### src/rtl/data_to_axi_pkg.sv
// Shared helpers for the element-to-AXI4S packer.
package data_to_axi_pkg;

   // Width of a counter indexing n slots; never narrower than one bit.
   function automatic int unsigned cnt_width(input int unsigned n);
      return (n > 1) ? $clog2(n) : 1;
   endfunction

endpackage

### src/rtl/data_to_axi.sv
// Packs a single-element stream into AXI4S beats of NUM_ELEMENTS slots each;
// a beat is emitted when full or when an element carries last.
module data_to_axi
   import data_to_axi_pkg::*;
#(
   parameter type         data_t       = logic [31:0],
   parameter int unsigned AXI_WIDTH    = 512,
   parameter int unsigned DATA_WIDTH   = $bits(data_t),
   parameter int unsigned NUM_ELEMENTS = AXI_WIDTH / DATA_WIDTH
) (
   input  logic                   clk,
   input  logic                   rst,
   input  data_t                  in_data_i,
   input  logic                   in_keep_i,
   input  logic                   in_last_i,
   input  logic                   in_valid_i,
   output logic                   in_ready_o,
   output logic [AXI_WIDTH-1:0]   out_tdata_o,
   output logic [AXI_WIDTH/8-1:0] out_tkeep_o,
   output logic                   out_tlast_o,
   output logic                   out_tvalid_o,
   input  logic                   out_tready_i
);

   localparam int unsigned KW = DATA_WIDTH / 8;
   localparam int unsigned BW = AXI_WIDTH / 8;

   if (NUM_ELEMENTS * DATA_WIDTH != AXI_WIDTH) begin : g_chk_width
      $error("data_to_axi: NUM_ELEMENTS * DATA_WIDTH must equal AXI_WIDTH");
   end
   if (DATA_WIDTH % 8 != 0 || DATA_WIDTH != $bits(data_t)) begin : g_chk_data
      $error("data_to_axi: DATA_WIDTH must equal $bits(data_t) and be a multiple of 8");
   end
   if (NUM_ELEMENTS == 0 || (NUM_ELEMENTS & (NUM_ELEMENTS - 1)) != 0) begin : g_chk_pow2
      $error("data_to_axi: NUM_ELEMENTS must be a power of two");
   end

   logic [DATA_WIDTH-1:0] in_bits;
   logic                  accept;
   logic                  complete;
   logic [AXI_WIDTH-1:0]  beat_data;
   logic [BW-1:0]         beat_keep;

   logic [AXI_WIDTH-1:0]  o_data_q, o_data_d;
   logic [BW-1:0]         o_keep_q, o_keep_d;
   logic                  o_last_q, o_last_d;
   logic                  o_valid_q, o_valid_d;

   assign in_bits    = in_data_i;
   assign in_ready_o = !o_valid_q || out_tready_i;
   assign accept     = in_valid_i && in_ready_o;

   if (NUM_ELEMENTS == 1) begin : g_single
      assign complete  = 1'b1;
      assign beat_data = in_bits;
      assign beat_keep = {KW{in_keep_i}};
   end else begin : g_pack
      localparam int unsigned    SW        = cnt_width(NUM_ELEMENTS);
      localparam logic [SW-1:0]  LAST_SLOT = SW'(NUM_ELEMENTS - 1);

      logic [SW-1:0]                            slot_q, slot_d;
      logic [NUM_ELEMENTS-2:0][DATA_WIDTH-1:0]  acc_data_q, acc_data_d;
      logic [NUM_ELEMENTS-2:0]                  acc_keep_q, acc_keep_d;
      logic [AXI_WIDTH-1:0]                     acc_flat;
      logic [NUM_ELEMENTS-1:0]                  keep_flat;

      assign complete  = (slot_q == LAST_SLOT) || in_last_i;
      assign acc_flat  = {{DATA_WIDTH{1'b0}}, acc_data_q};
      assign keep_flat = {1'b0, acc_keep_q};

      // Stale accumulator data above the current slot must not leak into a short beat.
      always_comb begin
         beat_data = '0;
         beat_keep = '0;
         for (int unsigned i = 0; i < NUM_ELEMENTS; i++) begin
            if (i < 32'(slot_q)) begin
               beat_data[i*DATA_WIDTH +: DATA_WIDTH] = acc_flat[i*DATA_WIDTH +: DATA_WIDTH];
               beat_keep[i*KW +: KW]                 = {KW{keep_flat[i]}};
            end else if (i == 32'(slot_q)) begin
               beat_data[i*DATA_WIDTH +: DATA_WIDTH] = in_bits;
               beat_keep[i*KW +: KW]                 = {KW{in_keep_i}};
            end
         end
      end

      always_comb begin
         slot_d     = slot_q;
         acc_data_d = acc_data_q;
         acc_keep_d = acc_keep_q;
         if (accept) begin
            if (complete) begin
               slot_d     = '0;
               acc_keep_d = '0;
            end else begin
               acc_data_d[slot_q] = in_bits;
               acc_keep_d[slot_q] = in_keep_i;
               slot_d             = slot_q + 1'b1;
            end
         end
      end

      always_ff @(posedge clk or posedge rst) begin
         if (rst) begin
            slot_q     <= '0;
            acc_data_q <= '0;
            acc_keep_q <= '0;
         end else begin
            slot_q     <= slot_d;
            acc_data_q <= acc_data_d;
            acc_keep_q <= acc_keep_d;
         end
      end
   end

   // A reload in the same cycle as a drain keeps O valid.
   always_comb begin
      o_data_d  = o_data_q;
      o_keep_d  = o_keep_q;
      o_last_d  = o_last_q;
      o_valid_d = o_valid_q && !out_tready_i;
      if (accept && complete) begin
         o_data_d  = beat_data;
         o_keep_d  = beat_keep;
         o_last_d  = in_last_i;
         o_valid_d = 1'b1;
      end
   end

   always_ff @(posedge clk or posedge rst) begin
      if (rst) begin
         o_data_q  <= '0;
         o_keep_q  <= '0;
         o_last_q  <= 1'b0;
         o_valid_q <= 1'b0;
      end else begin
         o_data_q  <= o_data_d;
         o_keep_q  <= o_keep_d;
         o_last_q  <= o_last_d;
         o_valid_q <= o_valid_d;
      end
   end

   assign out_tdata_o  = o_data_q;
   assign out_tkeep_o  = o_keep_q;
   assign out_tlast_o  = o_last_q;
   assign out_tvalid_o = o_valid_q;

endmodule

### config.mk
export PLATFORM = sky130hd
export DESIGN_NAME = data_to_axi
export DESIGN_NICKNAME = d
export VERILOG_FILES = /design/src/rtl/data_to_axi_pkg.sv /design/src/rtl/data_to_axi.sv
export SDC_FILE = /design/constraint.sdc
export NUM_CORES = 2
export LEC_CHECK = 0
export ABC_AREA = 1
export BUFFER_PORTS_ARGS = -buffer_cell sky130_fd_sc_hd__buf_2
export CAP_MARGIN = 20
export CORE_MARGIN = 2
export CORE_UTILIZATION = 58
export CTS_CLUSTER_SIZE = 28
export DETAILED_ROUTE_END_ITERATION = 7
export GPL_ROUTABILITY_DRIVEN = 1
export HOLD_SLACK_MARGIN = 0.12
export PLACE_DENSITY = 0.9
export SLEW_MARGIN = 15
export SYNTH_ARGS = -nofsm -noshare
export SYNTH_HDL_FRONTEND = slang
export SYNTH_SLANG_ARGS = --single-unit
### constraint.sdc
create_clock -name clk -period 41.5 [get_ports clk]
set_input_delay 2.075 -clock clk [delete_from_list [all_inputs] [get_ports clk]]
set_output_delay 2.075 -clock clk [all_outputs]
set_load 0.02 [all_outputs]
==> run_summary.xml <==
<?xml version="1.0" encoding="UTF-8"?>
<metrics>
  <group name="run_status">
    <metric name="run_status" unit="">complete, but fails checks</metric>
    <metric name="failed_checks" unit="">design-rule violations</metric>
  </group>
  <group name="setup_path">
    <metric name="endpoint_kind" unit="">flip-flop</metric>
    <metric name="timing.critical_path.from_type" unit="">primary input</metric>
    <metric name="critPathKind" unit="">in -&gt; reg</metric>
    <metric name="timing.critical_path.required" unit="ns">42.03</metric>
    <metric name="cp_data_arrival_time" unit="ns">5.72</metric>
    <metric name="worst_path_max_fanout" unit="">136</metric>
  </group>
  <group name="power">
    <metric name="share_clk_of_total_power" unit="%">33.3</metric>
    <metric name="power.switching" unit="mW">0.998</metric>
    <metric name="power.density_cell_area" unit="nW/um^2">53.9</metric>
    <metric name="leakagePower" unit="nW">31.7</metric>
    <metric name="swShare" unit="%">34.5</metric>
    <metric name="comb_power_share" unit="%">22.2</metric>
    <metric name="vdd.ir_drop.worst" unit="uV">41.2</metric>
    <metric name="post-layout-total-power" unit="mW">2.89</metric>
    <metric name="power.internal" unit="mW">1.89</metric>
    <metric name="pwr-share-seq" unit="%">44.5</metric>
  </group>
  <group name="floorplanning">
    <metric name="row_count" unit="">104</metric>
    <metric name="start_util" unit="%">58.7</metric>
    <metric name="die_x" unit="um">290</metric>
    <metric name="die_height" unit="um">290</metric>
    <metric name="die-area" unit="um^2">83900</metric>
    <metric name="core" unit="um^2">80700</metric>
    <metric name="io_pins" unit="">617</metric>
  </group>
  <group name="route">
    <metric name="drt-pass1-iter-count" unit="">8</metric>
    <metric name="vias" unit="">46200</metric>
    <metric name="post_drt_via_cell_ratio" unit="">6.07</metric>
    <metric name="postRouteWirelength" unit="mm">168</metric>
    <metric name="drcViolationCount" unit="">16</metric>
    <metric name="drt_iter0_drc" unit="">6934</metric>
    <metric name="antenna_violating_nets_post_route" unit="">0</metric>
    <metric name="wl_per_cell" unit="um">22.1</metric>
  </group>
  <group name="clock_tree">
    <metric name="postCtsSetupRepairBufs" unit="">0</metric>
    <metric name="cts_hold_buf" unit="">0</metric>
    <metric name="worstSkewPairLatency" unit="ns">0.71</metric>
    <metric name="tritoncts.num_buffers" unit="">103</metric>
    <metric name="cts_repair_resize_count" unit="">0</metric>
    <metric name="worst_setup_hold_path_clk_slew" unit="ns">0.06</metric>
    <metric name="cts.sinks" unit="">1029</metric>
    <metric name="cts.root.buffer_cell" unit="">clkbuf_16</metric>
    <metric name="cts_tree" unit="">yes</metric>
    <metric name="cts_buffer_depth" unit="">3</metric>
    <metric name="clock_h_tree_levels" unit="">3</metric>
  </group>
  <group name="synth">
    <metric name="syn-mean-instance-area" unit="um^2">7.62</metric>
    <metric name="synth.yosys.warnings" unit="">0</metric>
    <metric name="post_synthesis_net_count" unit="">6257</metric>
    <metric name="synth.lib_cells_used.distinct" unit="">25</metric>
    <metric name="ys_ff_latch" unit="">1029</metric>
    <metric name="synth-seq-area-share" unit="%">54.4</metric>
    <metric name="number_of_standard_cells_after_synthesis" unit="">6213</metric>
    <metric name="synth_area" unit="um^2">47400</metric>
  </group>
  <group name="timing">
    <metric name="final_count_of_negative_setup_slack_endpoints" unit="">0</metric>
    <metric name="min_period" unit="ns">5.19</metric>
    <metric name="final.setup.tns" unit="ns">0</metric>
    <metric name="report.final.slew_viol_count" unit="">0</metric>
    <metric name="clock_skew" unit="ns">0.0518</metric>
    <metric name="clock.fmax" unit="MHz">193</metric>
    <metric name="fraction_of_the_cycle_the_final_worst_path_needs" unit="%">12.5</metric>
    <metric name="post-route-worst-setup-slack" unit="ns">36.31</metric>
    <metric name="worst_slew_margin_rel" unit="%">17.4</metric>
    <metric name="grt_setup_unrepaired" unit="">no</metric>
    <metric name="worst_slew_pin_slew" unit="ns">1.24</metric>
    <metric name="timing_hold_violations_final" unit="">0</metric>
  </group>
  <group name="global_route">
    <metric name="number_of_antenna_violations_at_the_first_check_in_global_routing" unit="">7</metric>
    <metric name="vias_in_the_first_global_route" unit="">43800</metric>
    <metric name="grt_max_degree" unit="">209</metric>
    <metric name="first_pass_grt_wire_length" unit="mm">254</metric>
    <metric name="grt_overflow" unit="">0</metric>
    <metric name="gr-usage-all-layers" unit="%">39.5</metric>
  </group>
  <group name="placed_design">
    <metric name="routabilityCongestion" unit="">0.921</metric>
    <metric name="setup_ws_pre_cts" unit="ns">35.61</metric>
    <metric name="hpwlAfterDp" unit="mm">97.1</metric>
    <metric name="portBuffers" unit="">616</metric>
  </group>
  <group name="final_layout">
    <metric name="nets" unit="">6511</metric>
    <metric name="drive_above_1_share" unit="%">13.8</metric>
    <metric name="layout_common_cells" unit="">3,435 x nand2_1, 1,028 x dfrtp_1, 747 x nand3_1</metric>
    <metric name="flow.area_growth_from_synthesis" unit="%">13.3</metric>
    <metric name="mostFrequentLayoutCell" unit="">nand2_1</metric>
  </group>
  <group name="run">
    <metric name="maxCapViolCount" unit="">0</metric>
  </group>
  <group name="min_path">
    <metric name="timing.hold.worst.class" unit="">reg -&gt; reg</metric>
  </group>
</metrics>
## flip-flops by register name, summed over array words and instances, names as in the netlist
| signal | count |
|---|---|
| out_tvalid_o | 1 |
| g_pack.acc_data_q | 480 |
| out_tkeep_o | 16 |
| out_tdata_o | 512 |
| g_pack.slot_q | 4 |
| g_pack.acc_keep_q | 15 |
| out_tlast_o | 1 |
## metal layers
layer	part of all wire (%)	vias up	track usage (%)	wire, um
met5	0.021	-	0	36
met4	8.1	6	27.4	13600
met3	15	914	11.8	24400
met2	43	3761	56.8	71800
met1	35	21700	51.4	58200
li1	-	19800	-	-
## cells by family after synthesis
logic type      after synthesis  share of synthesized area (%)
simple gates               4349                           37.2
flops                      1029                           54.4
fa+ha+maj                     6                          0.159
buf+inv                     658                           6.43
compound gates              171                           1.84
## worst paths after layout
path,cells after the start,to,slack [ns],startpoint
setup / recovery,8,g_pack.acc_data_q[66],36.31,in_last_i
hold / removal,2,g_pack.acc_data_q[322],0.47,g_pack.acc_data_q[322]
setup reg to reg,8,g_pack.acc_data_q[66],37.03,g_pack.slot_q[1]
hold reg to reg,2,g_pack.acc_data_q[322],0.47,g_pack.acc_data_q[322]
max in group asynchronous,5,out_tdata_o[266],36.69,rst
min in group asynchronous,2,out_tdata_o[496],1.47,rst
## metrics by stage
step	std cells	util [%]	hold slack [ns]	cell area, um^2
after floorplan	6213	-	0.442	47400
after global placement	7408	61.8	0.453	49800
after detailed placement	7416	62.0	0.458	50000
after CTS	7599	66.3	0.472	53500
after global routing	7605	66.5	0.485	53600
final	7610	66.5	0.470	53600
## synth_stat cells
| cell | n | share of area, % |
|---|---|---|
| nor2_4 | 6 | 0.14 |
| a21oi_1 | 1 | 0.011 |
| dfrtp_1 | 1029 | 54 |
| nor3_1 | 1 | 0.011 |
| buf_4 | 71 | 1.1 |
| buf_6 | 1 | 0.024 |
| nand2_2 | 1 | 0.013 |
| clkbuf_1 | 219 | 1.7 |
| nor2_2 | 9 | 0.12 |
| nand4_1 | 99 | 1.3 |
| buf_1 | 28 | 0.22 |
| inv_1 | 90 | 0.71 |
| ha_1 | 6 | 0.16 |
| buf_2 | 240 | 2.5 |
| nor2_1 | 45 | 0.36 |
| o21ai_1 | 13 | 0.14 |
| a21oi_4 | 1 | 0.034 |
| nand2_1 | 3436 | 27 |
| clkinv_1 | 3 | 0.024 |
| nand3_1 | 747 | 7.9 |
| o21ai_0 | 155 | 1.6 |
| o21ai_2 | 1 | 0.018 |
| nand3_2 | 3 | 0.063 |
| nand2_4 | 2 | 0.048 |
| inv_2 | 6 | 0.048 |
## final cells by class
class                   instances  area [um^2]
well taps                    1060         1330
flip-flops and latches       1029        25800
diodes                          5         12.5
repair buffers                708         4040
clock inverters                29          449
inverters                      99          384
multi-input cells            4526        18600
fillers                      6131        27000
clock buffers                 154         3030
## power by group through the flow
stage	clock (mW)	combinational, mW	sequential, mW
3_5_place_dp	0	0.618	1.29
6_report	0.962	0.642	1.29
2_1_floorplan	0	0.351	1.34
4_1_cts	0.961	0.624	1.28
3_3_place_gp	0	0.595	1.29
5_1_grt	1.01	0.698	1.30
## critical path, cell delays in order
cell and delay, ns:
buf_2 0.10, inv_1 0.22, nand2_1 0.32, inv_6 0.77
buf_4 0.78, nand2_1 0.83, nand2_1 0.25, nand2_1 0.10
Note: power is estimated with default switching activity, not from simulation.
